==> src/rtl/micro_tlb_pkg.sv <==
// micro_tlb_pkg: entry layouts, exception codes and segment bases shared by the micro TLB
package micro_tlb_pkg;
  localparam logic [31:0] KSEG0_BASE = 32'h8000_0000;
  localparam logic [31:0] KSEG1_BASE = 32'hA000_0000;
  typedef enum logic [1:0] {
    EXC_NONE     = 2'd0,
    EXC_REFILL   = 2'd1,
    EXC_INVALID  = 2'd2,
    EXC_MODIFIED = 2'd3
  } exc_e;
  typedef struct packed {
    logic [7:0]  asid;
    logic        g;
    logic [19:0] pfn0;
    logic [2:0]  c0;
    logic        d0;
    logic        v0;
    logic [19:0] pfn1;
    logic [2:0]  c1;
    logic        d1;
    logic        v1;
  } TLB_Entry;
  typedef struct packed {
    logic        valid;
    logic        found;
    logic [18:0] vpn2;
    TLB_Entry    e;
  } utlb_entry_t;
  function automatic logic is_cached(logic [2:0] c);
    return c == 3'd3;
  endfunction
endpackage

==> src/rtl/micro_tlb_victim.sv <==
// micro_tlb_victim: picks the lowest invalid entry, else the round-robin pointer
module micro_tlb_victim #(
  parameter int ENTRIES = 4
) (
  input  logic                       clk,
  input  logic                       rst,
  input  logic [ENTRIES-1:0]         valid,
  input  logic                       fill,
  output logic [$clog2(ENTRIES)-1:0] victim
);
  localparam int IW = $clog2(ENTRIES);
  logic [IW-1:0] rr, first;
  always_comb begin
    first = '0;
    for (int i = ENTRIES - 1; i >= 0; i--)
      if (!valid[i]) first = IW'(i);
  end
  assign victim = &valid ? rr : first;
  // Pointer only moves when it actually chose the victim; wraps since ENTRIES is a power of two.
  always_ff @(posedge clk)
    if (rst) rr <= '0;
    else if (fill && &valid) rr <= rr + 1'b1;
endmodule

==> src/rtl/micro_tlb.sv <==
// micro_tlb: fully associative micro TLB with unmapped-segment bypass and main-TLB refill handshake
module micro_tlb
  import micro_tlb_pkg::*;
#(
  parameter int ENTRIES = 4,
  parameter bit IS_DATA = 0
) (
  input  logic        clk,
  input  logic        rst,
  input  logic [31:0] virt_addr,
  input  logic        req_valid,
  input  logic        is_store,
  input  logic [7:0]  cur_asid,
  input  logic        flush,
  input  logic [2:0]  cfg_k0,
  output logic [31:0] phys_addr,
  output logic        cached,
  output logic        xlat_ok,
  output logic        stall,
  output logic [1:0]  except_type,
  output logic        tlb_req,
  output logic [18:0] tlb_vpn2,
  input  logic        tlb_ack,
  input  logic        tlb_found,
  input  TLB_Entry    tlb_entry
);
  localparam int IW = $clog2(ENTRIES);
  localparam logic ST_IDLE = 1'b0;
  localparam logic ST_WAIT = 1'b1;
  utlb_entry_t ent [ENTRIES];
  logic state, mapped, hit, odd, fill, found, d, v;
  logic [ENTRIES-1:0] match, valid;
  logic [19:0] pfn;
  logic [2:0] c;
  logic [IW-1:0] victim;
  exc_e exc;
  assign odd = virt_addr[12];
  always_comb begin
    match = '0;
    valid = '0;
    found = 1'b0;
    pfn = '0;
    c = '0;
    d = 1'b0;
    v = 1'b0;
    for (int i = 0; i < ENTRIES; i++) begin
      valid[i] = ent[i].valid;
      match[i] = ent[i].valid && ent[i].vpn2 == virt_addr[31:13] && (ent[i].e.g || ent[i].e.asid == cur_asid);
      if (match[i]) begin
        found = ent[i].found;
        pfn = odd ? ent[i].e.pfn1 : ent[i].e.pfn0;
        c = odd ? ent[i].e.c1 : ent[i].e.c0;
        d = odd ? ent[i].e.d1 : ent[i].e.d0;
        v = odd ? ent[i].e.v1 : ent[i].e.v0;
      end
    end
  end
  assign mapped = virt_addr[31:30] != 2'b10;
  assign hit = |match;
  assign exc = !found ? EXC_REFILL : !v ? EXC_INVALID : (IS_DATA && is_store && !d) ? EXC_MODIFIED : EXC_NONE;
  assign stall = req_valid && mapped && !hit;
  assign phys_addr = !mapped ? virt_addr - (virt_addr[29] ? KSEG1_BASE : KSEG0_BASE) : {pfn, virt_addr[11:0]};
  assign cached = !mapped ? !virt_addr[29] && is_cached(cfg_k0) : is_cached(c);
  assign xlat_ok = req_valid && (!mapped || (hit && exc == EXC_NONE));
  assign except_type = (req_valid && mapped && hit) ? exc : EXC_NONE;
  assign tlb_req = state == ST_WAIT;
  // A flush in the ack cycle wins: the response is dropped rather than filled.
  assign fill = state == ST_WAIT && tlb_ack && !flush;
  micro_tlb_victim #(.ENTRIES(ENTRIES)) u_victim (
    .clk(clk), .rst(rst), .valid(valid), .fill(fill), .victim(victim)
  );
  always_ff @(posedge clk) begin
    if (rst) begin
      state <= ST_IDLE;
      tlb_vpn2 <= '0;
      for (int i = 0; i < ENTRIES; i++) ent[i] <= '0;
    end else begin
      if (state == ST_IDLE && stall && !flush) begin
        state <= ST_WAIT;
        tlb_vpn2 <= virt_addr[31:13];
      end else if (state == ST_WAIT && (tlb_ack || flush)) begin
        state <= ST_IDLE;
      end
      for (int i = 0; i < ENTRIES; i++)
        if (flush) ent[i].valid <= 1'b0;
        else if (fill && victim == IW'(i))
          ent[i] <= '{valid: 1'b1, found: tlb_found, vpn2: tlb_vpn2, e: tlb_entry};
    end
  end
endmodule

==> config.mk <==
export PLATFORM = sky130hd
export DESIGN_NAME = micro_tlb
export DESIGN_NICKNAME = d
export VERILOG_FILES = /design/src/rtl/micro_tlb_pkg.sv /design/src/rtl/micro_tlb_victim.sv /design/src/rtl/micro_tlb.sv
export SDC_FILE = /design/constraint.sdc
export NUM_CORES = 1
export LEC_CHECK = 0
export BUFFER_PORTS_ARGS = -buffer_cell sky130_fd_sc_hd__buf_2
export CAP_MARGIN = 20
export CORE_MARGIN = 10
export CORE_UTILIZATION = 56
export DETAILED_ROUTE_END_ITERATION = 6
export PLACE_DENSITY = 0.79
export SYNTH_ARGS = -nofsm -noshare
export SYNTH_HDL_FRONTEND = slang
export SYNTH_SLANG_ARGS = --single-unit
==> constraint.sdc <==
create_clock -name clk -period 5.5 [get_ports clk]
set_clock_uncertainty 0.1 [all_clocks]
set_input_delay 1.65 -clock clk [delete_from_list [all_inputs] [get_ports clk]]
set_output_delay 1.65 -clock clk [all_outputs]
set_load 0.01 [all_outputs]
==> reports/results.tsv, run 1 <==
metric	value	unit
status	finished, violations left	
failed_checks	negative setup slack	
rsz0062_at_grt	true	
area_delta_synth_final	20.2	%
clk_latency	530	ps
routabilityCongestion	0.819	
grtUsageMet3	4.39	%
routed_via_density	5.68	
grtUsageMet1	27.4	%
first_global_vias	10700	
drive_gt1_share	28.4	%
synthTopCellsByCount	edfxtp_1, and2_1, clkbuf_1, mux2i_1, xnor2_1	
rows	61	
dieHeight	189	µm
synth_area_per_cell	13.1	µm²
synth_cell_types	47	
path_cells	buf_8 -> xor2_4 -> nor4_2 -> buf_4 -> nand3_2 -> or4_4 -> buf_6 -> buf_4 -> o21ba_2 -> a22oi_2 -> and4_1 -> buf_2	
synth_fp_nets	1324	
chipWidth	189	µm
yosysMostFrequentCell	edfxtp_1	
die_area	0.0356	mm²
clock-sinks	334	
portBuffers	138	
crit_slowest_cell	or4_4	
setup_slack	-493	ps
hpwlAfterDp	25900	µm
end_kind	output pin	
cts_root_buffer	clkbuf_16	
finalHoldViolCount	0	
min_period	5990	ps
cap_violations	0	
yosysWarnings	0	
hold_class	register to register	
clk_pin_slew_worst_paths	60	ps
clk_path_buf_depth	3	
cp.arrival	4240	ps
crit_fanout	7	
p_leak	7.34	nW
fin_util	68.5	%
grt-busiest-layer	met2	
stdcell_count	1809	
power_density	292	mW/mm²
first_pass_iters	5	
drt_wl_total	40600	µm
ys_async_sr_fraction	0	%
avgRoutedWirePerCell	22.5	µm
slew_violations	0	
relSlewSlack	44.2	%
overflow	0	
syn-instance-count	1215	
netlist.top_cell.by_area	edfxtp_1	
setup-tns-final	-9550	ps
cpMostUsedCell	buf_4	
synthesis.area	0.0159	mm²
cpPeakStageDelay	580	ps
synth_seq_area_share	61.6	%
worstMarginPinSlew	838	ps
worst_ep_required_time	3750	ps
grt_start_max_net_pins	79	
synth_top_area_share	58.9	%
tritoncts	done	
vdd_drop_max	0.000251	V
antenna_found_initial	6	
num_vias	10300	
floorplan.initialDensity	57.0	%
dp_cells	1725	
setup.worst_path.class	input pin to output pin	
crit_buf_inv	5	
synth-edff-count	312	
core-area	0.0279	mm²
start_kind	input pin	
synth-main-ff-cell	edfxtp_1	
layout.nets	1508	
io_pins	166	
fmax	167	MHz
drc	0	
cts_buffers	36	
grtUsageTotal	22.2	%
cp_top_family	simple AND/OR/NAND/NOR gates	
synth.area.top_cells	edfxtp_1, and2_1, mux2i_1, xnor2_1, mux2_2	
gr-usage-met2	38.1	%
grt_pass1_wl	61700	µm
ys_seq_elements	334	
finalSetupViolations	25	
h-tree-depth	2	
antenna_left	0	
fillers	1937	
post-route-period-util	109	%
drt_iter0_drc	1041	
-- cell usage in the layout (no fill, tap or decap), drive strengths merged, types with 4 or more instances in the layout --
cell	netlist	final
nand3	20	20
xor2	53	53
nor2	15	15
a221oi	16	16
nand2b	43	43
a21oi	21	21
diode	0	7
clkinv	0	10
and2	309	309
inv	6	8
xnor2	57	57
o21ai	23	23
clkbuf	59	49
dfxtp	22	22
nor4	18	18
nand2	37	37
nor3	8	8
mux2	44	44
buf	37	242
a22oi	4	4
mux2i	58	58
nand4	16	16
edfxtp	312	312
nand3b	5	5
-- flip-flops by register name, indices dropped and copies added, names as in the netlist --
name / cells
tlb_req: 1
u_victim.rr: 2
ent: 312
tlb_vpn2: 19
-- path summary, 6_finish.rpt --
check	start	end	slack [ps]	cells past startpoint
hold reg to reg	tlb_vpn2[6]$_SDFFE_PP0P_	tlb_vpn2[6]$_SDFFE_PP0P_	430	2
setup reg to reg	ent[2][71]$_SDFFCE_PN0P_	tlb_vpn2[0]$_SDFFE_PP0P_	2120	14
setup / recovery	virt_addr[25]	except_type[0]	-490	12
hold / removal	tlb_vpn2[6]$_SDFFE_PP0P_	tlb_vpn2[6]$_SDFFE_PP0P_	430	2
-- routing by layer --
layer	share of wire [%]	wire length (µm)
met5	0	0
met4	2.7	1110
met3	7.1	2880
met2	51	20700
met1	39	16000
-- per-stage QoR --
step	power [mW]	setup WS [ps]	instance area, µm²	hold slack (ps)
CTS	5.59	-392	19000	435
floorplan	3.18	110	15900	380
finish	5.59	-493	19100	430
global route	5.73	-549	19100	469
detailed placement	3.35	-696	17500	410
global placement	3.33	-752	17500	403
-- timing repair --
item                                   CTS  global route
endpoints found under the hold margin    0             0
gates resized for setup                 46            30
hold buffers                             0             0
setup endpoints to repair               25            25
pin swaps                               18            15
setup buffers                           13             3
-- area by class of cell --
| cell class | instances | area [µm²] | share of cell area [%] |
|---|---|---|---|
| antenna | 7 | 17.5 | 0.0916 |
| clock buffer | 49 | 971 | 5.07 |
| clock inverter | 14 | 100 | 0.523 |
| inverter | 6 | 22.5 | 0.118 |
| multi-input combinational | 779 | 6000 | 31.4 |
| sequential | 334 | 9810 | 51.3 |
| tap | 378 | 473 | 2.47 |
| timing repair buffer | 242 | 1740 | 9.07 |
-- worst register-to-register path, delay by kind of cell, from the launching register on --
| kind | cells | cell delay [ps] |
|---|---|---|
| muxes | 1 | 190 |
| xor gates and xnor gates | 1 | 230 |
| and+or+nand+nor | 5 | 1110 |
| buffers and inverters | 7 | 1170 |
| DFF | 1 | 450 |
-- power by group --
part | internal [mW] | leakage [nW] | switching, mW | total (mW)
clock | 1.29 | 0.523 | 0.973 | 2.26
combinational | 0.181 | 3.41 | 0.249 | 0.430
sequential | 2.86 | 3.40 | 0.0395 | 2.90
-- logic make-up after synthesis --
| family | synth area share (%) |
|---|---|
| flops | 61.6 |
| simple gates | 18.2 |
| mux | 6.76 |
| xor+xnor | 6.05 |
| buf+inv | 3.16 |
| compound gates | 4.21 |
(Power assumes the default switching activity.)
==> inputs of run 2 (changes only) <==
CORE_MARGIN = default   (was 10)
==> run 2 against run 1 <==
Largest power group unchanged. Maximum frequency is 1.9% higher. Core utilization shrank 0.20 points. Power down 0.91%. Critical path type unchanged. Cell count about the same. Sequential share of layout area is 0.29 points higher. Critical path depth down 1. Worst setup slack improved by 110 ps. Sequential power about the same. Largest cell class unchanged. The flow still finishes with violations (negative setup slack). Register-to-register slack improved by 320 ps. Final area decreased by 0.56%. Hold slack lost 1.7 ps. Via count fell by 1.6%.
==> reports/results.tsv, run 2 (same netlist as run 1, synthesis figures left out) <==
metric	value	unit	change
power_density	291	mW/mm²	-0.35%
worst_ep_required_time	3750	ps	about the same
start_kind	input pin		
ff2ff_setup_slack	2440	ps	+320 ps
hpwlAfterDp	24400	µm	-5.7%
antenna_found_initial	2		-4
final_common_cell	edfxtp_1		
crit_buf_inv	4		-1
placed_cell_area	0.0176	mm²	+0.24%
hold_path_depth	2		unchanged
grt_pass1_wl	57200	µm	-7.4%
crit_fanout	5		-2
hold_class	register to register		
drc	0		unchanged
cell_internal_pwr	4.32	mW	-0.16%
grt_start_max_net_pins	86		+8.9%
portBuffers	138		unchanged
slew_violations	0		unchanged
final_cell_mix	edfxtp_1, and2_1, buf_2, buf_4, mux2i_1		
dieHeight	171	µm	-9.5%
drt_iter0_drc	829		-20%
cp_top_family	simple AND/OR/NAND/NOR gates		
r2r_end	tlb_vpn2[9]$_SDFFE_PP0P_		
rows	61		unchanged
rsz0062_at_grt	true		
drt_wl_total	38100	µm	-6.2%
antenna_left	0		unchanged
area_delta_synth_final	19.6	%	
setup-tns-final	-7630	ps	+1920 ps
min_period	5880	ps	-113 ps
clkPwrFrac	40.2	%	-0.2 points
hold_ws	428	ps	-1.72 ps
status	finished, violations left		
largest_reg_flops	312		unchanged
stdcell_count	1808		-0.055%
avgRoutedWirePerCell	21.1	µm	-6.1%
layout.nets	1512		+0.27%
cpMostUsedCell	buf_6		
vdd_drop_max	0.000217	V	-14%
path_cells	buf_2 -> xor2_1 -> nor4_2 -> nand3_2 -> or4_4 -> buf_4 -> buf_6 -> o21ba_2 -> a22oi_2 -> and4_4 -> buf_6		
failed_checks	negative setup slack		
relSlewSlack	42.4	%	-1.8 points
routed_via_density	5.59		-1.5%
p_sw_share	22.0	%	-0.59 points
cpPeakStageDelay	600	ps	+20 ps
finalSetupViolations	25		unchanged
overflow	0		unchanged
r2r-start	ent[2][61]$_SDFFCE_PN0P_		
cp.depth	11		-1
h-tree-depth	2		unchanged
first_pass_iters	5		unchanged
clk_latency	510	ps	-20 ps
reg.largest.list	ent x312, tlb_vpn2 x19, u_victim.rr x2		
switching_power	1.22	mW	-3.5%
hold_buffers	0		unchanged
pwr-share-seq	52.4	%	+0.5 points
post-route-period-util	107	%	-2.1 points
drive_gt1_share	28.0	%	-0.41 points
chipWidth	171	µm	-9.5%
core-area	0.0279	mm²	-0.27%
pwr-share-comb	7.5	%	-0.2 points
fillers	1959		+1.1%
hold_start	tlb_vpn2[6]$_SDFFE_PP0P_		
end_kind	output pin		
dp_cells	1731		+0.35%
p_leak	7.33	nW	-0.17%
worstHoldEndpoint	tlb_vpn2[6]$_SDFFE_PP0P_		
clock-sinks	334		unchanged
setup_slack	-379	ps	+113 ps
die_area	0.0291	mm²	-18%
tritoncts	done		
top_register	ent		
final_area	0.0190	mm²	-0.56%
routabilityCongestion	0.832		+1.6%
clk_path_buf_depth	3		unchanged
worstMarginPinSlew	864	ps	+26.8 ps
cts_root_buffer	clkbuf_16		
cts_buffers	35		-2.8%
grtUsageTotal	26.5	%	+4.3 points
first_global_vias	10300		-3.5%
clk_pin_slew_worst_paths	60	ps	about the same
floorplan.initialDensity	57.1	%	+0.16 points
fmax	170	MHz	+1.9%
num_vias	10100		-1.6%
r2r_cells	13		-1
finalHoldViolCount	0		unchanged
cap_violations	0		unchanged
cp.arrival	4130	ps	-110 ps
io_pins	166		unchanged
setup.worst_path.class	input pin to output pin		
crit_slowest_cell	or4_4		
[run 2: final cells by class]
class                      count  area [µm²]  share of cell area, %
inverter                       6        22.5                  0.118
tap                          378         473                   2.49
clock buffer                  47         973                   5.12
antenna                        3        7.51                 0.0395
sequential                   334        9810                   51.6
clock inverter                14        87.6                  0.460
timing repair buffer         247        1760                   9.23
multi-input combinational    779        5890                   31.0
[run 2: worst max-delay path by stage]
stage,from,to,slack [ps]
2_1_floorplan,virt_addr[30],phys_addr[23],110
3_3_place_gp,virt_addr[19],except_type[1],-400
3_5_place_dp,cur_asid[0],except_type[1],-560
4_1_cts,cur_asid[6],phys_addr[17],-320
5_1_grt,virt_addr[15],phys_addr[17],-450
6_report,virt_addr[18],except_type[0],-380
[run 2: through the flow]
step,total power [mW],setup WS (ps),util (%)
after floorplan,3.18,110,-
after global placement,3.33,-401,63.1
after detailed placement,3.35,-558,63.1
after CTS,5.55,-317,67.7
after global routing,5.68,-447,68.3
final,5.54,-379,68.3
[run 2: power groups by stage]
stage / Combinational, mW / Clock [mW] / Sequential (mW)
final: 0.415 / 2.22 / 2.90
after global placement: 0.385 / 0 / 2.95
after detailed placement: 0.392 / 0 / 2.95
after floorplan: 0.226 / 0 / 2.95
after CTS: 0.407 / 2.24 / 2.90
after global routing: 0.443 / 2.33 / 2.91
[run 2: worst register-to-register path, cell delays in order, from the launching register on]
cell	delay, ps
edfxtp_1	390
xor2_1	150
nor4_1	300
buf_4	180
nand3_2	80
or4_4	600
buf_4	170
buf_6	120
nand4b_1	130
buf_6	140
buf_4	110
nor4_2	30
buf_4	260
mux2i_1	190
[run 2: what timing repair did]
item                       4_1_cts  5_1_grt
pin swaps                       17       15
setup buffers                    8        4
resized for setup               33       17
setup endpoints to repair       25       25
[run 2: layer usage]
metal	up-vias	wire (µm)	track usage [%]
li1	4657	-	-
met3	63	2490	4.63
met1	5046	15200	33.8
met4	0	1030	9.36
met2	340	19400	45.5
met5	-	0	0
==> inputs of run 3 (changes only) <==
REMOVE_ABC_BUFFERS = 1   (was default)
==> run 3 against run 2 <==
The flow still finishes with violations (negative setup slack). Flip-flop and latch count did not move. Via count is essentially flat. Sequential power barely moved. Hold slack improved by 2.7 ps. Largest power group unchanged. Highest routed layer unchanged.
==> reports/results.tsv, run 3 (same netlist as run 1, synthesis figures left out) <==
metric	value	unit	change
relSlewSlack	39.4	%	-3.0 points
first_global_vias	10200		-1.5%
drt_iter0_drc	909		+9.7%
cap_violations	0		unchanged
routed_via_density	5.60		+0.14%
worst_ep_required_time	3750	ps	about the same
routabilityCongestion	0.852		+2.4%
clock-sinks	334		unchanged
drt_wl_total	37200	µm	-2.6%
cpPeakStageDelay	600	ps	about the same
avgRoutedWirePerCell	20.6	µm	-2.5%
grtUsageTotal	26.0	%	-0.54 points
antenna_found_initial	1		-1
cts_buffers	36		+2.9%
start_kind	input pin		
r2r_end	tlb_vpn2[2]$_SDFFE_PP0P_		
crit_buf_inv	5		+1
h-tree-depth	2		unchanged
final_area	0.0191	mm²	+0.16%
io_pins	166		unchanged
first_pass_iters	5		unchanged
layout.nets	1508		-0.26%
setup-tns-final	-6780	ps	+854 ps
power_density	299	mW/mm²	+2.6%
ff2ff_setup_slack	2430	ps	about the same
vdd_drop_max	0.000238	V	+9.8%
hpwlAfterDp	23500	µm	-3.9%
cp.arrival	4100	ps	-30 ps
hold_start	tlb_vpn2[9]$_SDFFE_PP0P_		
rsz0062_at_grt	true		
top_register	ent		
tritoncts	done		
rows	61		unchanged
min_period	5850	ps	-27.5 ps
chipWidth	171	µm	unchanged
hold_buffers	0		unchanged
p_leak	7.35	nW	+0.37%
failed_checks	negative setup slack		
setup_slack	-352	ps	+27.5 ps
final_common_cell	edfxtp_1		
num_vias	10100		+0.030%
path_cells	buf_8 -> xor2_4 -> nor4_4 -> buf_4 -> nand3_2 -> or4_4 -> or3b_4 -> buf_12 -> buf_4 -> a21oi_2 -> a221oi_2 -> buf_2		
cp_top_family	simple AND/OR/NAND/NOR gates		
floorplan.initialDensity	57.1	%	unchanged
core-area	0.0279	mm²	unchanged
largest_reg_flops	312		unchanged
finalSetupViolations	25		unchanged
fillers	1836		-6.3%
clk_pin_slew_worst_paths	50	ps	about the same
worstHoldEndpoint	tlb_vpn2[9]$_SDFFE_PP0P_		
crit_fanout	5		unchanged
cts_root_buffer	clkbuf_16		
grt_start_max_net_pins	65		-24%
grt_pass1_wl	56500	µm	-1.1%
drc	0		unchanged
r2r-start	ent[2][65]$_SDFFCE_PN0P_		
finalHoldViolCount	0		unchanged
timing.critical_path.from	virt_addr[19]		
setup.worst_path.class	input pin to output pin		
fmax	171	MHz	+0.47%
overflow	0		unchanged
slew_violations	0		unchanged
post-route-period-util	106	%	-0.50 points
r2r_cells	12		-1
status	finished, violations left		
clk_latency	520	ps	about the same
crit_slowest_cell	or4_4		
reg.largest.list	ent x312, tlb_vpn2 x19, u_victim.rr x2		
hold_path_depth	2		unchanged
portBuffers	138		unchanged
hold_class	register to register		
placed_cell_area	0.0174	mm²	-1.1%
clk_path_buf_depth	3		unchanged
area_delta_synth_final	19.8	%	
antenna_left	0		unchanged
final_cell_mix	edfxtp_1, and2_1, buf_2, buf_4, mux2i_1		
die_area	0.0291	mm²	unchanged
dieHeight	171	µm	unchanged
end_kind	output pin		
drive_gt1_share	28.9	%	+0.91 points
cpMostUsedCell	buf_4		
worstMarginPinSlew	902	ps	+37.5 ps
## run 3: final cells by class
type                            count  area (µm²)  area share, %
Sequential cell                   334        9810           51.5
Multi-Input combinational cell    779        5970           31.3
Timing Repair Buffer              242        1620           8.50
Clock buffer                       48         987           5.18
Tap cell                          378         473           2.48
Clock inverter                     18         169          0.886
Inverter                            6        22.5          0.118
Antenna cell                        1        2.50         0.0131
## run 3: stage by stage
| stage | hold slack, ps | util (%) | power [mW] | std cells | setup WS [ps] |
|---|---|---|---|---|---|
| floorplan | 380 | - | 3.13 | 1119 | -2310 |
| global placement | 398 | 62.4 | 3.32 | 1723 | -544 |
| detailed placement | 421 | 62.4 | 3.34 | 1723 | -524 |
| CTS | 431 | 67.4 | 5.70 | 1800 | -339 |
| global route | 455 | 68.4 | 5.86 | 1806 | -406 |
| finish | 430 | 68.4 | 5.69 | 1806 | -352 |
## run 3: worst register-to-register path: stages, from the launching register on
cell and delay, ps:
edfxtp_1 450, xor2_4 220, nor4_4 310, buf_4 160, nand3_2 80, or4_4 600, buf_6 170, nand4b_1 110
buf_4 140, buf_4 110, nor4_2 30, buf_4 270, mux2i_1 180
## run 3: how the worst max path moves through the flow
stage | cells after the start | slack, ps | endpoint
global placement | 11 | -540 | except_type[1]
finish | 12 | -350 | phys_addr[13]
global route | 12 | -410 | phys_addr[27]
floorplan | 6 | -2310 | phys_addr[13]
CTS | 12 | -340 | phys_addr[16]
detailed placement | 11 | -520 | except_type[1]
## run 3: what timing repair did
item / 4_1_cts / 5_1_grt
setup endpoints to repair: 25 / 25
gates resized for setup: 31 / 48
buffers inserted: 11 / 7
pin swaps: 11 / 22
## run 3: layer usage
| layer | vias to the layer above | wire [µm] | GRT usage [%] |
|---|---|---|---|
| met1 | 5028 | 15400 | 34.7 |
| met2 | 368 | 18300 | 42.8 |
| li1 | 4653 | - | - |
| met5 | - | 0 | 0 |
| met3 | 60 | 2510 | 4.49 |
| met4 | 0 | 932 | 9.13 |
## run 3: power by group
| part | internal, mW | switching, mW |
|---|---|---|
| registers | 2.86 | 0.0393 |
| logic | 0.176 | 0.241 |
| clock network | 1.41 | 0.967 |
| total | 4.45 | 1.25 |
